## config.mk

```make
export PLATFORM = sky130hd
export DESIGN_NAME = instr_fetch_unit_flat
export DESIGN_NICKNAME = d
export VERILOG_FILES = /design/src/rtl/instr_fetch_unit_if.sv /design/src/rtl/instr_fetch_unit.sv /design/src/flat_wrapper.sv
export SDC_FILE = /design/constraint.sdc
export NUM_CORES = 1
export LEC_CHECK = 0
export CAP_MARGIN = 40
export CORE_ASPECT_RATIO = 0.8
export CORE_MARGIN = 2
export CORE_UTILIZATION = 40
export DETAILED_ROUTE_END_ITERATION = 8
export SLEW_MARGIN = 20
export SYNTH_ARGS = -nofsm -noshare
export SYNTH_HDL_FRONTEND = slang
export SYNTH_SLANG_ARGS = --single-unit
```

## constraint.sdc

```tcl
create_clock -name clk -period 4.5 [get_ports clk]
set_input_delay 0.675 -clock clk [delete_from_list [all_inputs] [get_ports clk]]
set_output_delay 0.675 -clock clk [all_outputs]
set_load 0.02 [all_outputs]
```

## src/rtl/instr_fetch_unit_if.sv

```systemverilog
// instr_fetch_unit_if: PC generator, instruction memory and decode signals of the fetch unit
interface instr_fetch_unit_if;
  logic [31:0] pc_in;
  logic        PCSrc;
  logic        pc_advance;
  logic        imem_req;
  logic [31:0] imem_addr;
  logic [31:0] imem_rdata;
  logic        imem_rvalid;
  logic        instr_valid;
  logic        instr_ready;
  logic [31:0] instr;
  logic [31:0] instr_pc;
  modport master (
    input  pc_in, PCSrc, imem_rdata, imem_rvalid, instr_ready,
    output pc_advance, imem_req, imem_addr, instr_valid, instr, instr_pc
  );
  modport slave (
    output pc_in, PCSrc, imem_rdata, imem_rvalid, instr_ready,
    input  pc_advance, imem_req, imem_addr, instr_valid, instr, instr_pc
  );
endinterface

```

## src/rtl/instr_fetch_unit.sv

```systemverilog
// instr_fetch_unit: issues in-order imem reads for the incoming PC and buffers {instr, pc} for decode
module instr_fetch_unit #(
  parameter int DEPTH     = 4,
  parameter int MAX_OUTST = 2
) (
  input logic               clk,
  input logic               reset,
  instr_fetch_unit_if.master bus
);
  localparam int AW = $clog2(DEPTH);
  localparam int TW = MAX_OUTST > 1 ? $clog2(MAX_OUTST) : 1;
  localparam int CW = $clog2(DEPTH + 1);
  localparam int OW = $clog2(MAX_OUTST + 1);
  localparam logic [TW-1:0] TLAST = TW'(MAX_OUTST - 1);
  logic [63:0]   fifo_q [DEPTH];
  logic [63:0]   fifo_d [DEPTH];
  logic [31:0]   tag_q [MAX_OUTST];
  logic [31:0]   tag_d [MAX_OUTST];
  logic [AW-1:0] rd_q, rd_d, wr_q, wr_d;
  logic [CW-1:0] count_q, count_d;
  logic [TW-1:0] th_q, th_d, tt_q, tt_d;
  logic [OW-1:0] outst_q, outst_d, drop_q, drop_d;
  logic [63:0]   last_q, last_d, head;
  logic          init_q, init_d;
  logic          blocked, issue, push, pop;
  always_comb begin
    init_d = 1'b0;
    // the cycle right after reset is kept quiet as well as the reset cycles themselves
    blocked = reset | init_q;
    issue = !blocked && !bus.PCSrc && int'(outst_q) < MAX_OUTST
            && int'(count_q) + int'(outst_q) < DEPTH;
    head = fifo_q[rd_q];
    bus.pc_advance = issue;
    bus.imem_req = issue;
    bus.imem_addr = blocked ? '0 : bus.pc_in;
    bus.instr_valid = !blocked && count_q != '0 && !bus.PCSrc;
    {bus.instr, bus.instr_pc} = blocked ? 64'd0 : (count_q != '0 ? head : last_q);
    pop = bus.instr_valid && bus.instr_ready;
    push = bus.imem_rvalid && drop_q == '0 && !bus.PCSrc;
    fifo_d = fifo_q;
    tag_d = tag_q;
    if (push) fifo_d[wr_q] = {bus.imem_rdata, tag_q[th_q]};
    if (issue) tag_d[tt_q] = bus.pc_in;
    rd_d = bus.PCSrc ? '0 : rd_q + AW'(pop);
    wr_d = bus.PCSrc ? '0 : wr_q + AW'(push);
    count_d = bus.PCSrc ? '0 : count_q + CW'(push) - CW'(pop);
    th_d = bus.imem_rvalid ? (th_q == TLAST ? '0 : th_q + 1'b1) : th_q;
    tt_d = issue ? (tt_q == TLAST ? '0 : tt_q + 1'b1) : tt_q;
    outst_d = outst_q + OW'(issue) - OW'(bus.imem_rvalid);
    // on redirect every read still in flight after this cycle belongs to the old stream
    drop_d = bus.PCSrc ? outst_q - OW'(bus.imem_rvalid)
                       : drop_q - OW'(bus.imem_rvalid && drop_q != '0);
    last_d = count_q != '0 ? head : last_q;
  end
  always_ff @(posedge clk) begin
    if (reset) begin
      fifo_q <= '{default: '0};
      tag_q <= '{default: '0};
      rd_q <= '0;
      wr_q <= '0;
      count_q <= '0;
      th_q <= '0;
      tt_q <= '0;
      outst_q <= '0;
      drop_q <= '0;
      last_q <= '0;
      init_q <= 1'b1;
    end else begin
      fifo_q <= fifo_d;
      tag_q <= tag_d;
      rd_q <= rd_d;
      wr_q <= wr_d;
      count_q <= count_d;
      th_q <= th_d;
      tt_q <= tt_d;
      outst_q <= outst_d;
      drop_q <= drop_d;
      last_q <= last_d;
      init_q <= init_d;
    end
  end
endmodule

```

## src/flat_wrapper.sv

```systemverilog
// flat-port wrapper written by rule: the top's interface ports become plain ports
module instr_fetch_unit_flat 
#(
  parameter int DEPTH     = 4,
  parameter int MAX_OUTST = 2
)
  (clk, reset, bus_pc_in, bus_PCSrc, bus_imem_rdata, bus_imem_rvalid, bus_instr_ready, bus_pc_advance, bus_imem_req, bus_imem_addr, bus_instr_valid, bus_instr, bus_instr_pc);
  instr_fetch_unit_if bus_i ();
  input logic clk;
  input logic reset;
  input wire logic [$bits(bus_i.pc_in)-1:0] bus_pc_in;
  input wire logic [$bits(bus_i.PCSrc)-1:0] bus_PCSrc;
  input wire logic [$bits(bus_i.imem_rdata)-1:0] bus_imem_rdata;
  input wire logic [$bits(bus_i.imem_rvalid)-1:0] bus_imem_rvalid;
  input wire logic [$bits(bus_i.instr_ready)-1:0] bus_instr_ready;
  output wire logic [$bits(bus_i.pc_advance)-1:0] bus_pc_advance;
  output wire logic [$bits(bus_i.imem_req)-1:0] bus_imem_req;
  output wire logic [$bits(bus_i.imem_addr)-1:0] bus_imem_addr;
  output wire logic [$bits(bus_i.instr_valid)-1:0] bus_instr_valid;
  output wire logic [$bits(bus_i.instr)-1:0] bus_instr;
  output wire logic [$bits(bus_i.instr_pc)-1:0] bus_instr_pc;
  assign bus_i.pc_in = bus_pc_in;
  assign bus_i.PCSrc = bus_PCSrc;
  assign bus_i.imem_rdata = bus_imem_rdata;
  assign bus_i.imem_rvalid = bus_imem_rvalid;
  assign bus_i.instr_ready = bus_instr_ready;
  assign bus_pc_advance = bus_i.pc_advance;
  assign bus_imem_req = bus_i.imem_req;
  assign bus_imem_addr = bus_i.imem_addr;
  assign bus_instr_valid = bus_i.instr_valid;
  assign bus_instr = bus_i.instr;
  assign bus_instr_pc = bus_i.instr_pc;
  instr_fetch_unit #(.DEPTH(DEPTH), .MAX_OUTST(MAX_OUTST)) u_core (.clk(clk), .reset(reset), .bus(bus_i));
endmodule
```

Word level (Yosys, flattened, before mapping)
Cells that the tools add are included.
- add/sub/neg operators: 11
- order comparisons: 8
- mux-type cells: 19
- bitwise gates (word level): 5
- reductions and logical operators: 17
- operator list (cell ; count):
    $mux W64 ; 5
    $bwmux W256 ; 1
    $mux W32 ; 5
    $bmux W64 S2 ; 1
    $demux W64 S2 ; 1
    $bwmux W64 ; 1
    $demux W32 S1 ; 1
    $lt A32 B4 Y1 const B ; 1
    $logic_and A1 B1 Y1 ; 11
    $add A2 B1 Y2 ; 3
    $ge A3 B3 Y1 const B ; 2
    $not A2 Y3 ; 2
    $sub A2 B1 Y2 ; 3
    $add A3 B2 Y4 ; 1
    $ge A2 B2 Y1 const B ; 2
    $not A1 Y2 ; 2
    $add A3 B1 Y3 ; 1
    $lt A3 B1 Y1 const B ; 1
    $mux W1 ; 3
    $reduce_bool A3 Y1 ; 1
    $sub A3 B1 Y3 ; 1
    $add A1 B1 Y1 const B ; 2
    $logic_not A1 Y1 ; 2
    $logic_not A2 Y1 ; 1
    other kinds (6) ; 6
- register bits: 398
- input port bits: 69
- output and inout port bits: 99
- logic and storage cells: 75

Logic depth before layout (Yosys ltp)
Gate-level depths: netlist (run 1).
- depth in word-level cells: 7
- mapped depth: 9
- mapped depth without buffers: 8

Worst setup path before layout (run 1)
No wires, ideal clock.
- kind: input port to output port
- start point: input reset
- end point: output bus_instr[10]
- arrival time: 2.040 ns
- required time: 3.825 ns
- path slack: 1.785 ns
- stages on the path: 5
- buffers on the path: 2
- path through: or2_2 > clkbuf_1 > nor2_1 > clkbuf_1 > a22o_1
- cells in the longest elaborated chain, start to end: 2
- ends and longest elaborated chain (element ; line ; text):
    start, declared ; flat_wrapper.sv:10 ; input logic reset;
    $or A1 B1 Y1 ; instr_fetch_unit.sv:29 ; blocked = reset | init_q;
    $mux W64 ; instr_fetch_unit.sv:37 ; {bus.instr, bus.instr_pc} = blocked ? 64'd0 : (count_q != '0 ? head : last_q);
    end, declared ; flat_wrapper.sv:20 ; output wire logic [$bits(bus_i.instr)-1:0] bus_instr;
No other way between the ends.

Final worst setup path (run 1)
- start point: register u_core.rd_q[0]
- end point: output bus_instr[20]
- cells in the longest elaborated chain, start to end: 6
- ends and longest elaborated chain (element ; line ; text):
    start, declared ; instr_fetch_unit.sv:19 ; logic [AW-1:0] rd_q, rd_d, wr_q, wr_d;
    start signal, assigned ; instr_fetch_unit.sv:71 ; rd_q <= rd_d;
    $not A2 Y3 (implied by the code) ; instr_fetch_unit.sv:32 ; head = fifo_q[rd_q];
    $bmux W64 S2 ; instr_fetch_unit.sv:32 ;
    $mux W64 (implied by the code) (2 in a row) ; instr_fetch_unit.sv:32 ;
    $mux W64 (2 in a row) ; instr_fetch_unit.sv:37 ;
No other way between the ends. The select of a mux whose other input is x is not followed.

==> results of run 1 <==
## per-layer routing
layer,vias up,global-route usage (%),wire length [um]
met1,5959,27.0,21500
li1,5898,-,-
met5,-,0,0
met3,48,2.77,1670
met4,0,3.96,582
met2,217,29.7,19900
## cells in the final DEF (no fill, tap or decap), types with 21 or more instances in the layout
cell type,count
sky130_fd_sc_hd__a22o_1,128
sky130_fd_sc_hd__dfxtp_1,395
sky130_fd_sc_hd__clkbuf_16,45
sky130_fd_sc_hd__a211oi_1,34
sky130_fd_sc_hd__mux4_2,64
sky130_fd_sc_hd__and2_1,35
sky130_fd_sc_hd__mux2i_1,320
sky130_fd_sc_hd__a31oi_1,33
sky130_fd_sc_hd__nand2b_1,353
sky130_fd_sc_hd__clkdlybuf4s50_1,166
sky130_fd_sc_hd__buf_4,21
sky130_fd_sc_hd__or2_2,35
## synth_stat cells (3+ instances only)
library cell	instances	share of area (%)
sky130_fd_sc_hd__or2_2	35	1.2
sky130_fd_sc_hd__buf_4	3	0.13
sky130_fd_sc_hd__buf_6	6	0.38
sky130_fd_sc_hd__inv_1	6	0.13
sky130_fd_sc_hd__nand3_1	3	0.084
sky130_fd_sc_hd__nand2b_1	353	12
sky130_fd_sc_hd__mux4_2	64	8.1
sky130_fd_sc_hd__a31oi_1	33	1.2
sky130_fd_sc_hd__clkbuf_1	102	2.1
sky130_fd_sc_hd__mux2i_1	320	18
sky130_fd_sc_hd__nor2_1	11	0.23
sky130_fd_sc_hd__a211oi_1	34	1.4
sky130_fd_sc_hd__and2_1	35	1.2
sky130_fd_sc_hd__buf_1	8	0.17
sky130_fd_sc_hd__xnor2_1	7	0.34
sky130_fd_sc_hd__buf_2	24	0.67
sky130_fd_sc_hd__a22o_1	128	6.3
sky130_fd_sc_hd__dfxtp_1	398	45
sky130_fd_sc_hd__or4_1	3	0.13
sky130_fd_sc_hd__ha_1	7	0.49
## logic make-up after synthesis
logic type / after synthesis / synth area share, %
compound gates: 201 / 9.05
xor+xnor: 9 / 0.440
fa+ha+maj: 8 / 0.601
buf+inv: 149 / 3.61
flops: 398 / 44.5
mux: 384 / 25.9
simple gates: 455 / 15.9
## per-stage QoR
| step | instance area (um^2) | instances | total power, mW | hold slack (ns) |
|---|---|---|---|---|
| floorplan | 17900 | 1604 | 4.04 | 0.443 |
| global placement | 20000 | 2254 | 4.23 | 0.457 |
| detailed placement | 20100 | 2261 | 4.25 | 0.455 |
| CTS | 21600 | 2332 | 7.95 | 0.475 |
| global route | 21600 | 2333 | 8.14 | 0.483 |
| finish | 21600 | 2334 | 7.84 | 0.469 |
## cell type report
type / count / area [um^2]
clock buffers: 56 / 1270
diodes: 1 / 2.50
fillers: 3907 / 22700
inverters: 6 / 22.5
repair buffers: 198 / 2070
flip-flops and latches: 398 / 7980
clock inverters: 15 / 205
well taps: 603 / 754
multi-input cells: 1057 / 9340
## final timing paths
check / from / endpoint / depth (start not counted)
max reg2reg: u_core.count_q[0]$_SDFF_PP0_ / u_core.count_q[2]$_SDFF_PP0_ / 9
min reg2reg: u_core.fifo_q[58]$_SDFFE_PP0P_ / u_core.fifo_q[58]$_SDFFE_PP0P_ / 2
min: u_core.fifo_q[58]$_SDFFE_PP0P_ / u_core.fifo_q[58]$_SDFFE_PP0P_ / 2
max: u_core.rd_q[0]$_SDFF_PP0_ / bus_instr[20] / 5
## power groups by stage
stage / logic (mW) / registers [mW] / clock network, mW
2_1_floorplan: 0.372 / 3.67 / 0
3_3_place_gp: 0.537 / 3.69 / 0
3_5_place_dp: 0.565 / 3.69 / 0
4_1_cts: 0.569 / 3.61 / 3.77
5_1_grt: 0.609 / 3.61 / 3.91
6_report: 0.564 / 3.61 / 3.67
## state kept, by name, indices dropped and copies added, names as in the netlist
name / count
u_core.tt_q: 1
u_core.count_q: 3
u_core.fifo_q: 256
u_core.th_q: 1
u_core.outst_q: 2
u_core.drop_q: 2
u_core.tag_q: 64
u_core.init_q: 1
u_core.last_q: 64
u_core.wr_q: 2
u_core.rd_q: 2
## tightest hold or removal path, cell delays in order (launching register included)
cell and delay, ns:
sky130_fd_sc_hd__dfxtp_1 0.31, sky130_fd_sc_hd__nand2b_1 0.06, sky130_fd_sc_hd__mux2i_1 0.06
==> metrics.sh, run 1 <==
RUN_STATUS='finished, final reports clean'
SYNTH_WARNINGS=0
GRT_SETUP_UNREPAIRED='no'
CTS_TREE='yes'
CATEGORY_OF_CELLS_ACCOUNTING_FOR_THE_LARGEST_SHARE_OF_CRITICAL_PATH_DELAY='buffers and inverters'
CTS_MAX_PATH_BUFFERS=3
CPPEAKSTAGEDELAY_NS=0.64
NUMPORTBUFFERS=167
MAX_SLEW.WORST_PIN.SLEW_NS=0.829
PLACEABLECOREAREA_MM2=0.0443
YS_SEQ_ELEMENTS=398
MAXSLEWHEADROOM_PCT=44.7
TIMING.SETUP.CRITICAL_PATH_CLASS='reg2out'
GRT_PASS1_WL_MM=69.5
YS_TYPES=37
DPL_WORST_SLACK_NS=0.929
DATA_ARRIVAL_TIME_OF_THE_WORST_PATH_NS=3.17
BOUNDARYPINS=168
WORST_SETUP_HOLD_PATH_CLK_SLEW_NS=0.06
ANTENNA_FOUND_INITIAL=0
GP_CONGESTION=0.721
POSTCTSSETUPREPAIRBUFS=0
REPORT.FINAL.HOLD_VIOL_COUNT=0
CELL_INTERNAL_PWR_mW=6.09
POST_SYNTH_DESIGN_CELL_AREA_MM2=0.0179
GLOBALROUTETOTALUTIL_PCT=18.7
INITIAL_UTILIZATION_PCT=40.4
CTS_NUM_SINKS=398
CTS.HOLD.BUFFERS_ADDED=0
POWER_DENSITY_mW_PER_MM2=363
SYN_TO_FINAL_GROWTH_PCT=20.8
DR_TOTAL_VIAS=12100
DIE_AREA_MM2=0.0465
DIE_WIDTH_UM=241
ANTENNA_LEFT=0
FINALSETUPTNS_NS=0
ELEMENT_TYPE_AT_THE_CRITICAL_PATH_END='primary output'
ROUTED_WIRE_LENGTH_MM=43.6
CLOCKROOTBUFFER='sky130_fd_sc_hd__clkbuf_16'
SHARE_CLK_OF_TOTAL_POWER_PCT=46.8
SETUP-VIOLATIONS-FINAL=0
ASYNC_RESET_FF_SHARE_PCT=0
YOSYSSEQAREASHARE_PCT=44.5
NET_COUNT_AFTER_SYNTHESIS=1681
CRITICAL-PATH-SLOWEST-CELL='sky130_fd_sc_hd__dfxtp_4'
YS.FLOP_TYPE='sky130_fd_sc_hd__dfxtp_1'
WL_PER_CELL_UM=18.7
PERIOD_NEEDED_NS=3.84
POST_ROUTE_CELLS_DRIVE_ABOVE_1_SHARE_PCT=12.3
CORE.ROWCOUNT=69
GLOBALROUTE.TOTALOVERFLOW=0
SW_FRAC_OF_TOTAL_PCT=22.4
POWER.SEQUENTIAL.FRACTION_PCT=46.0
MAX_FREQ_MHz=260
NETLIST_INSTANCES=1604
SKEW_NS=0.0153
DIE_Y_UM=193
LARGEST_NET_DEGREE_AT_THE_START_OF_GLOBAL_ROUTING=117
WORST_IR_DROP_VDD_mV=0.217
POST_DRT_VIA_CELL_RATIO=5.19
P_SWITCHING_mW=1.75
ROUTE.DETAILED.DRC=0
CLOCK_LATENCY_NS=0.55
HTREE_LEVELS=2
HOLD_PATH.CLASS='reg2reg'
FINALNETCOUNT=1780
WORST_EP_REQUIRED_NS=3.83
TIMING.CRITICAL_PATH.BUF_INV=3
CRIT_PATH_MAX_FANOUT=31
WORSTSETUPSTARTPOINTTYPE='flip-flop'
DRT_FIRST_PASS_ITERS=5
NUMBER_OF_PINS_EXCEEDING_THEIR_MAX_SLEW_LIMIT_IN_THE_FINAL_REPORT=0
HPWL_MM=27.2
SYNTH_ENABLE_FLOP_CELLS=0
DRT_ITER0_DRCS=688
WORSTPATHCELLLIST='buf_16, buf_4, mux4_2, a22o_1, clkdlybuf4s50_1'
GRT_PASS1_VIAS=12400
POST-ROUTE-PERIOD-UTIL_PCT=85.3
TRITONCTS.NUM_BUFFERS=42
POST-ROUTE-WORST-SETUP-SLACK_NS=0.660
POST_CTS_RESIZE_COUNT=0
SYN_AREA_PER_CELL_UM2=11.2
SETUP.REG_TO_REG.WORST_SLACK_NS=2.02
LEAKAGE_nW=8.85
FIN_UTIL_PCT=48.8
POWER_FRAC_COMB_PCT=7.2
MAX-CAP-VIOLATIONS=0
Note: power is estimated with default switching activity, not from simulation.
==> inputs of run 2 (changes only) <==
Settings changed: CORE_UTILIZATION 40 to 45, CTS_CLUSTER_DIAMETER set to 120, PLACE_DENSITY set to 0.65.
==> run 2 against run 1 <==
Compared with the run above:
- total power down 2.1%
- global-route usage is 1.5 points higher
- clock power fell by 4%
- wire length down 4.4%
- non-clock buffer count fell by 1
==> metrics.sh, run 2 (synthesized netlist as in run 1, its figures left out) <==
FF_LATCH_AREA_MM2=0.00798
RUN_STATUS='finished, final reports clean'
POST_DRT_VIA_CELL_RATIO=5.35
TIMING.SETUP.CRITICAL_PATH_CLASS='reg2out'
POSTCTSSETUPREPAIRBUFS=0
MAX_SLEW.WORST_PIN.SLEW_NS=0.862
WORSTSETUPSTARTPOINTTYPE='flip-flop'
POST-ROUTE-WORST-SETUP-SLACK_NS=0.862
CTS_NUM_SINKS=398
HOLD-PATH-CELL-COUNT=2
CTS_MAX_PATH_BUFFERS=3
CLOCK_LATENCY_NS=0.54
REPORT.FINAL.HOLD_VIOL_COUNT=0
MAXSLEWHEADROOM_PCT=42.6
POWER_DENSITY_mW_PER_MM2=358
MOSTFREQUENTLAYOUTCELLS='sky130_fd_sc_hd__dfxtp_1 (394), sky130_fd_sc_hd__nand2b_1 (353), sky130_fd_sc_hd__mux2i_1 (320)'
TIMING.HOLD.WORST.START='u_core.fifo_q[93]$_SDFFE_PP0P_'
GRT_PASS1_WL_MM=67.1
GRT_PASS1_VIAS=12500
DR_TOTAL_VIAS=12100
LARGEST_REGISTERS_IN_THE_FINAL_LAYOUT='u_core.fifo_q: 256 flops, u_core.last_q: 64 flops, u_core.tag_q: 64 flops'
ANTENNA_FOUND_INITIAL=0
WORST_REG_TO_REG_PATH_CELL_COUNT=5
PERIOD_NEEDED_NS=3.64
DRT_ITER0_DRCS=731
LARGEST_REGISTER_FF_COUNT=256
MAX-CAP-VIOLATIONS=0
POST_CTS_RESIZE_COUNT=0
HTREE_LEVELS=2
AREA_OF_THE_MULTI_INPUT_GATES_MM2=0.00933
POST-ROUTE-PERIOD-UTIL_PCT=80.8
DIE_Y_UM=182
SKEW_NS=0.0216
DATA_ARRIVAL_TIME_OF_THE_WORST_PATH_NS=2.96
SETUP-VIOLATIONS-FINAL=0
ANTENNA_LEFT=0
HOLD_PATH.CLASS='reg2reg'
GP_CONGESTION=0.744
FINALNETCOUNT=1779
DPL_WORST_SLACK_NS=1.08
HOLD_SLACK_NS=0.470
WORST_IR_DROP_VDD_mV=0.217
GLOBALROUTETOTALUTIL_PCT=20.2
CTS_TREE='yes'
CTS.HOLD.BUFFERS_ADDED=0
POST_ROUTE_CELLS_DRIVE_ABOVE_1_SHARE_PCT=11.7
ELEMENT_TYPE_AT_THE_CRITICAL_PATH_END='primary output'
WL_PER_CELL_UM=18.4
MOST_FLOP_HEAVY_REGISTER='u_core.fifo_q'
TIMING.RR.START='u_core.wr_q[0]$_SDFF_PP0_'
DIE_AREA_MM2=0.0414
DIE_WIDTH_UM=227
NUMPORTBUFFERS=167
LEADING_CELL_TYPE_IN_THE_LAYOUT_FILL_AND_TAPS_EXCLUDED='sky130_fd_sc_hd__dfxtp_1'
WHS_ENDPOINT='u_core.fifo_q[93]$_SDFFE_PP0P_'
FINALSETUPTNS_NS=0
NUMBER_OF_PINS_EXCEEDING_THEIR_MAX_SLEW_LIMIT_IN_THE_FINAL_REPORT=0
ROUTE.DETAILED.DRC=0
INITIAL_UTILIZATION_PCT=45.5
ROUTED_WIRE_LENGTH_MM=41.7
DRT_FIRST_PASS_ITERS=5
CRIT_PATH_MAX_FANOUT=31
WORSTPATHCELLLIST='buf_16, buf_12, mux4_2, a22o_1, clkdlybuf4s50_1'
LEAKAGE_nW=8.80
CPPEAKSTAGEDELAY_NS=0.60
CORE.ROWCOUNT=65
SYN_TO_FINAL_GROWTH_PCT=19.9
BOUNDARYPINS=168
GLOBALROUTE.TOTALOVERFLOW=0
REPORT.POWER.TOTAL_mW=7.68
GRT_SETUP_UNREPAIRED='no'
CRITICAL-PATH-SLOWEST-CELL='sky130_fd_sc_hd__mux4_2'
TIMING.CRITICAL_PATH.BUF_INV=3
FILLER_INSTANCES=3465
HPWL_MM=26.4
SETUP.REG_TO_REG.WORST_SLACK_NS=1.99
CATEGORY_OF_CELLS_ACCOUNTING_FOR_THE_LARGEST_SHARE_OF_CRITICAL_PATH_DELAY='buffers and inverters'
LARGEST_NET_DEGREE_AT_THE_START_OF_GLOBAL_ROUTING=96
WORST_SETUP_HOLD_PATH_CLK_SLEW_NS=0.06
WORST_EP_REQUIRED_NS=3.83
WORSTREG2REGEND='u_core.fifo_q[111]$_SDFFE_PP0P_'
MAX_FREQ_MHz=275
CLOCKROOTBUFFER='sky130_fd_sc_hd__clkbuf_16'
PLACEABLECOREAREA_MM2=0.0394
TRITONCTS.NUM_BUFFERS=42
-- run 2: changes by cell type in the layout (fill, tap and decap cells not counted), sizes merged --
cell    previous run  this run
clkbuf            56        64
clkinv             8         3
buf               32        30
bufinv             5         4
inv                6         7
-- run 2: worst max-delay path by stage --
stage	from	endpoint	slack (ns)	cells after the start
finish	u_core.rd_q[0]$_SDFF_PP0_	bus_instr[11]	0.86	5
global placement	reset	bus_instr[16]	1.14	6
global route	u_core.count_q[0]$_SDFF_PP0_	bus_instr_pc[2]	0.70	6
floorplan	reset	bus_instr[10]	1.79	5
detailed placement	reset	bus_instr[16]	1.08	6
CTS	u_core.rd_q[0]$_SDFF_PP0_	bus_instr[16]	0.63	4
-- run 2: per-layer routing --
layer	up-vias	routed length, um	GRT usage, %
met3	52	1540	2.88
li1	5913	-	-
met2	204	18800	32.2
met1	5963	20500	28.7
met4	0	744	5.12
met5	-	0	0
-- run 2: tightest hold or removal path, cell delays in order, from the launching register on --
cell and delay, ns:
sky130_fd_sc_hd__dfxtp_1 0.31, sky130_fd_sc_hd__nand2b_1 0.06, sky130_fd_sc_hd__mux2i_1 0.06
-- run 2: through the flow --
stage / instance area, um^2 / util, % / cells
3_3_place_gp: 19900 / 50.5 / 2186
6_report: 21500 / 54.5 / 2268
2_1_floorplan: 17900 / - / 1604
4_1_cts: 21400 / 54.5 / 2266
5_1_grt: 21500 / 54.5 / 2267
3_5_place_dp: 20000 / 50.9 / 2193
-- run 2: area by class of cell --
class | count | area share, %
timing repair buffer | 197 | 9.64
clock inverter | 10 | 0.758
inverter | 6 | 0.105
antenna | 1 | 0.0117
sequential | 398 | 37.2
tap | 536 | 3.12
clock buffer | 63 | 5.74
multi-input combinational | 1057 | 43.5
-- run 2: report_power, final --
group	internal (mW)	switching [mW]	total, mW
registers	3.57	0.0404	3.61
logic	0.265	0.285	0.550
clock network	2.12	1.40	3.52
==> inputs of run 3 (changes only) <==
Clock period 4.5 ns to 3.45 ns, I/O delays scaled along.
==> run 3 against run 2 <==
Compared with the run above:
- non-clock buffer count increased by 5
- setup slack got worse by 0.74 ns
- die area unchanged
- sequential share of layout area decreased by 0.30 points
- clock power increased by 35%
- combinational power increased by 34%
- critical path depth decreased by 1
- final cell count increased by 0.31%
- critical path type unchanged
- largest cell class unchanged
- largest power group is now the clock network
==> metrics.sh, run 3 (synthesized netlist as in run 1, its figures left out) <==
DIE_Y_UM=182
RUN_STATUS='finished, final reports clean'
CTS_NUM_SINKS=398
BOUNDARYPINS=168
DIE_AREA_MM2=0.0414
CTS_MAX_PATH_BUFFERS=3
DPL_WORST_SLACK_NS=0.477
ANTENNA_LEFT=0
POST-ROUTE-PERIOD-UTIL_PCT=96.4
DRT_ITER0_DRCS=719
CRIT_PATH_MAX_FANOUT=16
NUMBER_OF_PINS_EXCEEDING_THEIR_MAX_SLEW_LIMIT_IN_THE_FINAL_REPORT=0
NUMPORTBUFFERS=167
MET2_USAGE_PCT=34.1
POWER_DENSITY_mW_PER_MM2=472
ELEMENT_TYPE_AT_THE_CRITICAL_PATH_END='primary output'
HOLD_PATH.CLASS='in2reg'
PLACE_AREA_MM2=0.0201
GLOBALROUTE.TOTALOVERFLOW=0
WORSTPATHCELLLIST='buf_4, mux4_2, a22o_1, clkdlybuf4s50_1'
PERIOD_NEEDED_NS=3.33
GP_CONGESTION=0.733
GRT_SETUP_UNREPAIRED='no'
MAX_FREQ_MHz=301
PLACEABLECOREAREA_MM2=0.0394
CPPEAKSTAGEDELAY_NS=0.63
FINALSETUPTNS_NS=0
WORST_REG_TO_REG_PATH_CELL_COUNT=9
MAX_SLEW.WORST_PIN.SLEW_NS=1.10
CTS_TREE='yes'
POST_ROUTE_CELL_AREA_MM2=0.0216
ANTENNADIODECOUNT=0
CLOCK_LATENCY_NS=0.56
MET1_USE_GR_PCT=30.3
SETUP-VIOLATIONS-FINAL=0
DRT_FIRST_PASS_ITERS=5
FINALNETCOUNT=1784
LARGEST_REGISTERS_IN_THE_FINAL_LAYOUT='u_core.fifo_q: 256 flops, u_core.last_q: 64 flops, u_core.tag_q: 64 flops'
TIMING.CRITICAL_PATH.BUF_INV=2
POST-ROUTE-WORST-SETUP-SLACK_NS=0.123
CP_DEPTH=4
WORSTSETUPSTARTPOINTTYPE='flip-flop'
WL_PER_CELL_UM=19.3
LARGEST_NET_DEGREE_AT_THE_START_OF_GLOBAL_ROUTING=297
MAXSLEWHEADROOM_PCT=26.9
MAX-CAP-VIOLATIONS=0
GLOBAL_ROUTE.PEAK_USAGE_LAYER='met2'
MOST_FLOP_HEAVY_REGISTER='u_core.fifo_q'
POST_CTS_RESIZE_COUNT=0
ANTENNA_FOUND_INITIAL=0
SKEW_NS=0.0193
GR-USAGE-MET3_PCT=3.04
CLOCKROOTBUFFER='sky130_fd_sc_hd__clkbuf_16'
DIE_WIDTH_UM=227
TIMING.SETUP.CRITICAL_PATH_CLASS='reg2out'
TRITONCTS.NUM_BUFFERS=42
ROUTED_WIRE_LENGTH_MM=43.9
INITIAL_UTILIZATION_PCT=45.5
WORST_EP_REQUIRED_NS=2.93
GLOBALROUTETOTALUTIL_PCT=21.3
FIN_UTIL_PCT=55.0
HPWL_MM=26.2
SYN_TO_FINAL_GROWTH_PCT=20.8
LEAKAGE_nW=8.89
GRT_PASS1_WL_MM=70.4
HTREE_LEVELS=2
CORE.ROWCOUNT=65
CRITICAL-PATH-SLOWEST-CELL='sky130_fd_sc_hd__dfxtp_4'
REPORT.POWER.TOTAL_mW=10.2
ROUTE.DETAILED.DRC=0
DATA_ARRIVAL_TIME_OF_THE_WORST_PATH_NS=2.81
REPORT.FINAL.HOLD_VIOL_COUNT=0
LEADING_CELL_TYPE_IN_THE_LAYOUT_FILL_AND_TAPS_EXCLUDED='sky130_fd_sc_hd__dfxtp_1'
MOSTFREQUENTLAYOUTCELLS='sky130_fd_sc_hd__dfxtp_1 (395), sky130_fd_sc_hd__nand2b_1 (353), sky130_fd_sc_hd__mux2i_1 (320)'
CATEGORY_OF_CELLS_ACCOUNTING_FOR_THE_LARGEST_SHARE_OF_CRITICAL_PATH_DELAY='buffers and inverters'
LARGEST_REGISTER_FF_COUNT=256
GRT_PASS1_VIAS=12600
DR_TOTAL_VIAS=12200
HOLD-PATH-CELL-COUNT=2
POST_DRT_VIA_CELL_RATIO=5.38
WORST_IR_DROP_VDD_mV=0.327
POST_ROUTE_CELLS_DRIVE_ABOVE_1_SHARE_PCT=12.1
WORST_SETUP_HOLD_PATH_CLK_SLEW_NS=0.06
## run 3: where the power goes
part | switching, mW | internal [mW] | leakage (nW)
sequential | 0.0521 | 4.66 | 3.21
clock | 1.86 | 2.90 | 0.721
combinational | 0.383 | 0.354 | 4.95
total | 2.30 | 7.91 | 8.89
## run 3: worst paths after layout
path / startpoint / endpoint / slack, ns
worst min register to register: u_core.fifo_q[50]$_SDFFE_PP0P_ / u_core.fifo_q[50]$_SDFFE_PP0P_ / 0.47
worst max register to register: u_core.count_q[0]$_SDFF_PP0_ / u_core.count_q[2]$_SDFF_PP0_ / 0.99
worst min-delay path: reset / u_core.init_q$_DFF_P_ / 0.44
worst max-delay path: u_core.rd_q[0]$_SDFF_PP0_ / bus_instr_pc[17] / 0.12
## run 3: layer usage
layer | up-vias | wire length, um
met1 | 6027 | 21500
met4 | 0 | 840
met2 | 240 | 19900
met3 | 64 | 1670
li1 | 5913 | -
met5 | - | 0
## run 3: worst reg2reg max path: cells and delay by family, from the launching register on
kind                       cells  cell delay, ns
and+or+nand+nor                3            0.69
buffers and inverters          1            0.18
xor gates and xnor gates       3            0.46
DFF                            1            0.45
adders and majority gates      2            0.57
## run 3: area by class of cell
| class | instances | area (um^2) |
|---|---|---|
| Fill cell | 3349 | 17700 |
| Clock inverter | 7 | 113 |
| Inverter | 6 | 22.5 |
| Tap cell | 536 | 671 |
| Sequential cell | 398 | 7980 |
| Timing Repair Buffer | 202 | 2170 |
| Multi-Input combinational cell | 1057 | 9330 |
| Clock buffer | 69 | 1360 |
## run 3: repair_timing
action,in CTS,in global routing
endpoints found under the setup margin,26,0
hold buffers,0,0
setup buffers,1,0
## run 3: through the flow
step           hold slack (ns)  cells
3_3_place_gp             0.455   2197
2_1_floorplan            0.443   1604
5_1_grt                  0.451   2275
6_report                 0.436   2275
4_1_cts                  0.402   2275
3_5_place_dp             0.455   2198
